<file path="config.mk">
export PLATFORM = sky130hd
export DESIGN_NAME = adc_burst_sequencer
export DESIGN_NICKNAME = d
export VERILOG_FILES = /design/src/rtl/adc_burst_sequencer.sv
export SDC_FILE = /design/constraint.sdc
export NUM_CORES = 1
export LEC_CHECK = 0
export ABC_AREA = 1
export BUFFER_PORTS_ARGS = -buffer_cell sky130_fd_sc_hd__buf_2
export CORE_MARGIN = 2
export CORE_UTILIZATION = 40
export CTS_BUF_LIST = sky130_fd_sc_hd__clkbuf_4 sky130_fd_sc_hd__clkbuf_8
export CTS_CLUSTER_SIZE = 12
export DETAILED_ROUTE_END_ITERATION = 8
export PLACE_DENSITY = 0.67
export RECOVER_POWER = 25
export SLEW_MARGIN = 20
export SYNTH_ARGS = -nofsm -noshare
export SYNTH_HDL_FRONTEND = slang
export SYNTH_SLANG_ARGS = --single-unit
</file>
<file path="constraint.sdc">
create_clock -name clk_i -period 2.13 [get_ports clk_i]
set_clock_uncertainty 0.2 [all_clocks]
set_input_delay 0.5325 -clock clk_i [delete_from_list [all_inputs] [get_ports clk_i]]
set_output_delay 0.5325 -clock clk_i [all_outputs]
set_load 0.05 [all_outputs]
</file>
<file path="src/rtl/adc_burst_sequencer.sv">
// Paces ADC conversions at a fixed interval and stores each result in the burst buffer.
// Ports: start/abort control, ADC request/done/data, buffer write port, and busy/done/overrun/count status.
module adc_burst_sequencer #(
  parameter int MaxADCBurstReadings = 13,
  parameter int ADCDataWidth        = 16,
  parameter int IntervalWidth       = 16
) (
  input  logic                                       clk_i,
  input  logic                                       reset_ni,
  input  logic                                       start_i,
  input  logic                                       abort_i,
  input  logic [$clog2(MaxADCBurstReadings+1)-1:0]   burst_log2_i,
  input  logic [IntervalWidth-1:0]                   interval_i,
  output logic                                       adc_start_o,
  input  logic                                       adc_done_i,
  input  logic [ADCDataWidth-1:0]                    adc_data_i,
  output logic                                       buf_we_o,
  output logic [MaxADCBurstReadings-1:0]             buf_addr_o,
  output logic [ADCDataWidth-1:0]                    buf_data_o,
  output logic                                       busy_o,
  output logic                                       done_o,
  output logic                                       overrun_o,
  output logic [MaxADCBurstReadings:0]               count_o
);

  localparam int M  = MaxADCBurstReadings;
  localparam int BW = $clog2(MaxADCBurstReadings+1);
  localparam int CW = MaxADCBurstReadings + 1;
  localparam int IW = IntervalWidth;
  localparam int DW = ADCDataWidth;

  typedef enum logic [2:0] {
    IDLE,
    WAIT_TICK,
    WAIT_DONE,
    WRITE,
    FINISH
  } state_t;

  state_t        state_q, state_d;
  logic          busy_q, busy_d;
  logic          done_q, done_d;
  logic          ovr_q, ovr_d;
  logic          pend_q, pend_d;
  logic [CW-1:0] cnt_q, cnt_d;
  logic [CW-1:0] n_q, n_d;
  logic [IW-1:0] ivl_q, ivl_d;
  logic [IW-1:0] tmr_q, tmr_d;
  logic [DW-1:0] data_q, data_d;

  logic          tick;
  logic [CW-1:0] cnt_inc;
  logic [BW-1:0] log2_clamp;
  logic [IW-1:0] ivl_new;

  assign tick    = busy_q && (tmr_q == '0);
  assign cnt_inc = cnt_q + CW'(1);

  assign log2_clamp = (burst_log2_i > BW'(M)) ? BW'(M) : burst_log2_i;
  // Timer holds I-1; an interval of 0 is treated as 1
  assign ivl_new = (interval_i == '0) ? '0 : interval_i - IW'(1);

  always_comb begin
    state_d     = state_q;
    busy_d      = busy_q;
    done_d      = done_q;
    ovr_d       = ovr_q;
    pend_d      = pend_q;
    cnt_d       = cnt_q;
    n_d         = n_q;
    ivl_d       = ivl_q;
    tmr_d       = tmr_q;
    data_d      = data_q;
    adc_start_o = 1'b0;
    buf_we_o    = 1'b0;

    if (busy_q) begin
      if (tmr_q == '0) tmr_d = ivl_q;
      else             tmr_d = tmr_q - IW'(1);
    end

    unique case (state_q)
      IDLE: begin
        if (start_i && !abort_i) begin
          state_d = WAIT_TICK;
          busy_d  = 1'b1;
          done_d  = 1'b0;
          ovr_d   = 1'b0;
          cnt_d   = '0;
          pend_d  = 1'b1;
          n_d     = CW'(1) << log2_clamp;
          ivl_d   = ivl_new;
          tmr_d   = ivl_new;
        end
      end
      WAIT_TICK: begin
        if (pend_q || tick) begin
          adc_start_o = 1'b1;
          pend_d      = 1'b0;
          tmr_d       = ivl_q;
          state_d     = WAIT_DONE;
        end
      end
      WAIT_DONE: begin
        if (tick) begin
          ovr_d  = 1'b1;
          pend_d = 1'b1;
        end
        if (adc_done_i) begin
          data_d  = adc_data_i;
          state_d = WRITE;
        end
      end
      WRITE: begin
        buf_we_o = 1'b1;
        cnt_d    = cnt_inc;
        if (tick) begin
          ovr_d  = 1'b1;
          pend_d = 1'b1;
        end
        state_d = (cnt_inc == n_q) ? FINISH : WAIT_TICK;
      end
      FINISH: begin
        busy_d  = 1'b0;
        done_d  = 1'b1;
        pend_d  = 1'b0;
        state_d = IDLE;
      end
      default: begin
        state_d = IDLE;
      end
    endcase

    // Abort overrides anything scheduled this cycle
    if (abort_i && state_q != IDLE) begin
      state_d     = IDLE;
      busy_d      = 1'b0;
      done_d      = done_q;
      ovr_d       = ovr_q;
      pend_d      = 1'b0;
      cnt_d       = cnt_q;
      data_d      = data_q;
      adc_start_o = 1'b0;
      buf_we_o    = 1'b0;
    end
  end

  always_ff @(posedge clk_i or negedge reset_ni) begin
    if (!reset_ni) begin
      state_q <= IDLE;
      busy_q  <= 1'b0;
      done_q  <= 1'b0;
      ovr_q   <= 1'b0;
      pend_q  <= 1'b0;
      cnt_q   <= '0;
      n_q     <= '0;
      ivl_q   <= '0;
      tmr_q   <= '0;
      data_q  <= '0;
    end else begin
      state_q <= state_d;
      busy_q  <= busy_d;
      done_q  <= done_d;
      ovr_q   <= ovr_d;
      pend_q  <= pend_d;
      cnt_q   <= cnt_d;
      n_q     <= n_d;
      ivl_q   <= ivl_d;
      tmr_q   <= tmr_d;
      data_q  <= data_d;
    end
  end

  assign buf_addr_o = cnt_q[M-1:0];
  assign buf_data_o = data_q;
  assign busy_o     = busy_q;
  assign done_o     = done_q;
  assign overrun_o  = ovr_q;
  assign count_o    = cnt_q;

endmodule

</file>
==> impl_metrics.toml <==
[status]
status = "finished with violations"
violations = "negative setup slack"

[worst_setup_path]
critical_path.max_fanout = 2
cp-end-kind = "primary output"
crit_top_cell = "nand2_4"
path_cells = "nor2_2 -> nand2_2 -> nor4_4 -> nand3_4 -> nand2_4 -> nand2_4 -> nor2_4 -> buf_8"
r2r_setup_slack_ps = 100
cpPeakStageDelay_ps = 400
crit_required_ps = 1400
critical_path.slowest_cell = "dfrtp_1"
crit_arrival_ps = 1750
critPathLaunchType = "register"
path_class = "register to primary output"

[global_routing]
track_usage_pct = 20.2
grt_max_degree = 33
grt_antenna_before_repair = 0
grt_overflow = 0
first_global_vias = 4475
grt_first_pass_wirelength_mm = 21.7

[synth]
synth_top_family_by_area = "simple AND/OR/NAND/NOR gates"
synthTopCellsByArea = "dfrtp_1, nand2_1, nand3_1"
synth_mux_area_share_pct = 3.51
syn_inst = 666
dominantRegCellSynth = "dfrtp_1"
synth_top_area_share_pct = 40.5
synth_compound_area_share_pct = 11.8
yosys.area_share.simple_pct = 30.2
synth.distinct_cells = 44
async_flop_share_pct = 100
synth_top_area_cell = "dfrtp_1"
synth_edf_count = 0
seq_area_frac_synth_pct = 40.5
synth_area_mm2 = 0.00513
synth.avg_cell_area_um2 = 7.70
synthXorXnorAreaFrac_pct = 2.73
ys_ff_latch = 83
synth_fa_ha_area_share_pct = 0.976
yosysMostFrequentCell = "nand2_1"
syn-num-nets = 711
synth.top_cells.by_count = "nand2_1, dfrtp_1, inv_1"
synth_warnings = 0

[hold_path]
min_path_type = "input pin to register"

[die]
core.rowCount = 41
die_h_um = 117
ios = 89
initial_core_util_pct = 40.8
core_region_area_mm2 = 0.0126
die_w_um = 117
die_area_mm2 = 0.0137

[clocking]
cts_sinks = 83
clk_pin_slew_ps = 80
worst_skew_pair.late_latency_ps = 350
cts_tree = "done"
cts_root_buf = "clkbuf_8"
cts_buffers = 9
cts_buffer_depth = 2
htree_levels = 3

[sta]
fin_crit_ps = 2480
rsz0062_at_grt = "yes"
final_hold_viol_count = 0
slew_headroom_pct = 56.2
setup_viol = 2
max_freq_mhz = 404
tightest_slew_ps = 657
tns_ps = -409
fin_crit_sh_pct = 116
setup_slack_ps = -348
drv_slew = 0

[drt]
vias = 4894
drt_iter0_markers = 304
viasPerCell = 4.98
dr.pass1.iters = 5
drc_errors = 0
ant_nets = 0
post_drt_wl_per_cell_um = 13.5
totalWireLength_mm = 13.2

[placement]
gp_congestion = 0.839
hpwl_mm = 10.1
numPortBuffers = 88

[power_and_ir_drop]
p_leak_nw = 3.22
power_density_mw_per_mm2 = 1180
ir_drop_uv = 835
power.total_mw = 7.70

[final_layout]
final_util_pct = 51.9
drive_above_1_share_pct = 33.7
multi_input_area_mm2 = 0.00270
diodes = 0
fill_cells = 1215
final_nets = 850
syn2layout_area_growth_pct = 27.2
seq_area_mm2 = 0.00209

[flow_run]
maxCapViolations = 0
final timing paths:
check / cells after the start / start / endpoint
setup / recovery: 8 / tmr_q[9] / adc_start_o
hold / removal: 2 / adc_data_i[5] / buf_data_o[5]
setup reg to reg: 12 / count_o[1] / state_q[0]
hold reg to reg: 2 / pend_q / pend_q
max in group asynchronous: 3 / reset_ni / state_q[2]
min in group asynchronous: 2 / reset_ni / done_o
registers in the layout, indices dropped and copies added, names as in the netlist:
name	cells
buf_data_o	16
done_o	1
tmr_q	16
ivl_q	16
n_q	14
busy_o	1
overrun_o	1
count_o	14
state_q	3
pend_q	1
layer usage:
metal | track usage [%] | part of all wire, % | vias up
met5 | 0 | 0 | -
met4 | 5.02 | 0.90 | 0
met3 | 3.91 | 5.1 | 8
met2 | 31.4 | 46 | 124
met1 | 29.2 | 48 | 2309
li1 | - | - | 2453
through the flow:
stage          area [µm²]  hold WS, ps  worst slack, ps  instances
6_report             6520          208             -348        982
5_1_grt              6520          189             -462        982
4_1_cts              6340          193             -432        972
3_5_place_dp         6060          272             -120        951
3_3_place_gp         6060          262            -59.9        951
2_1_floorplan        5170         36.9             -153        666
where the power goes:
group	internal [mW]	switching (mW)	total, mW
Sequential	2.12	0.356	2.48
Clock	0.645	0.562	1.21
Combinational	1.50	2.52	4.02
worst max-delay path, delay by kind of cell, from the launching register on:
kind,cells,cell delay (ps)
buffers and inverters,1,150
and+or+nand+nor,7,850
DFF,1,400
timing repair:
action	4_1_cts	5_1_grt
resized for setup	10	36
hold buffers	1	0
endpoints found under the setup margin	10	22
hold endpoints to repair	24	0
cloned	0	2
buffers inserted	4	8
pin swaps	8	22
cell type report:
class	instances	area share, %
clock buffer	14	2.67
clock inverter	2	0.537
inverter	93	5.43
sequential	83	32.0
timing repair buffer	150	14.6
tap	172	3.30
multi-input combinational	468	41.4
cell families (layout without fill, tap and decap cells):
group	after synthesis	after routing
adder cells (fa/ha/maj)	4	4
buffers and inverters	117	259
AND/OR/NAND/NOR	329	331
XOR/XNOR	16	16
AO/OA/AOI/OAI	101	101
flip-flops	83	83
multiplexers	16	16
cells in the final DEF (no fill, tap or decap), types with 4 or more instances in the layout:
| cell type | n |
|---|---|
| nand2_2 | 11 |
| xor2_1 | 10 |
| nand2_1 | 155 |
| nand4_1 | 14 |
| nand2_4 | 4 |
| clkbuf_8 | 11 |
| a21oi_1 | 5 |
| nor2_2 | 14 |
| clkbuf_4 | 5 |
| nand3_1 | 58 |
| inv_2 | 15 |
| o21ai_0 | 39 |
| o211ai_1 | 6 |
| buf_4 | 57 |
| xnor2_1 | 6 |
| nor2_1 | 43 |
| o21ai_2 | 5 |
| buf_2 | 85 |
| dfrtp_1 | 73 |
| mux2_2 | 16 |
| nand3_2 | 6 |
| dfrtp_2 | 10 |
| o22ai_1 | 22 |
| o21ai_1 | 9 |
| nor2_4 | 11 |
| o21bai_1 | 7 |
| inv_1 | 75 |
(Power assumes the default switching activity.)
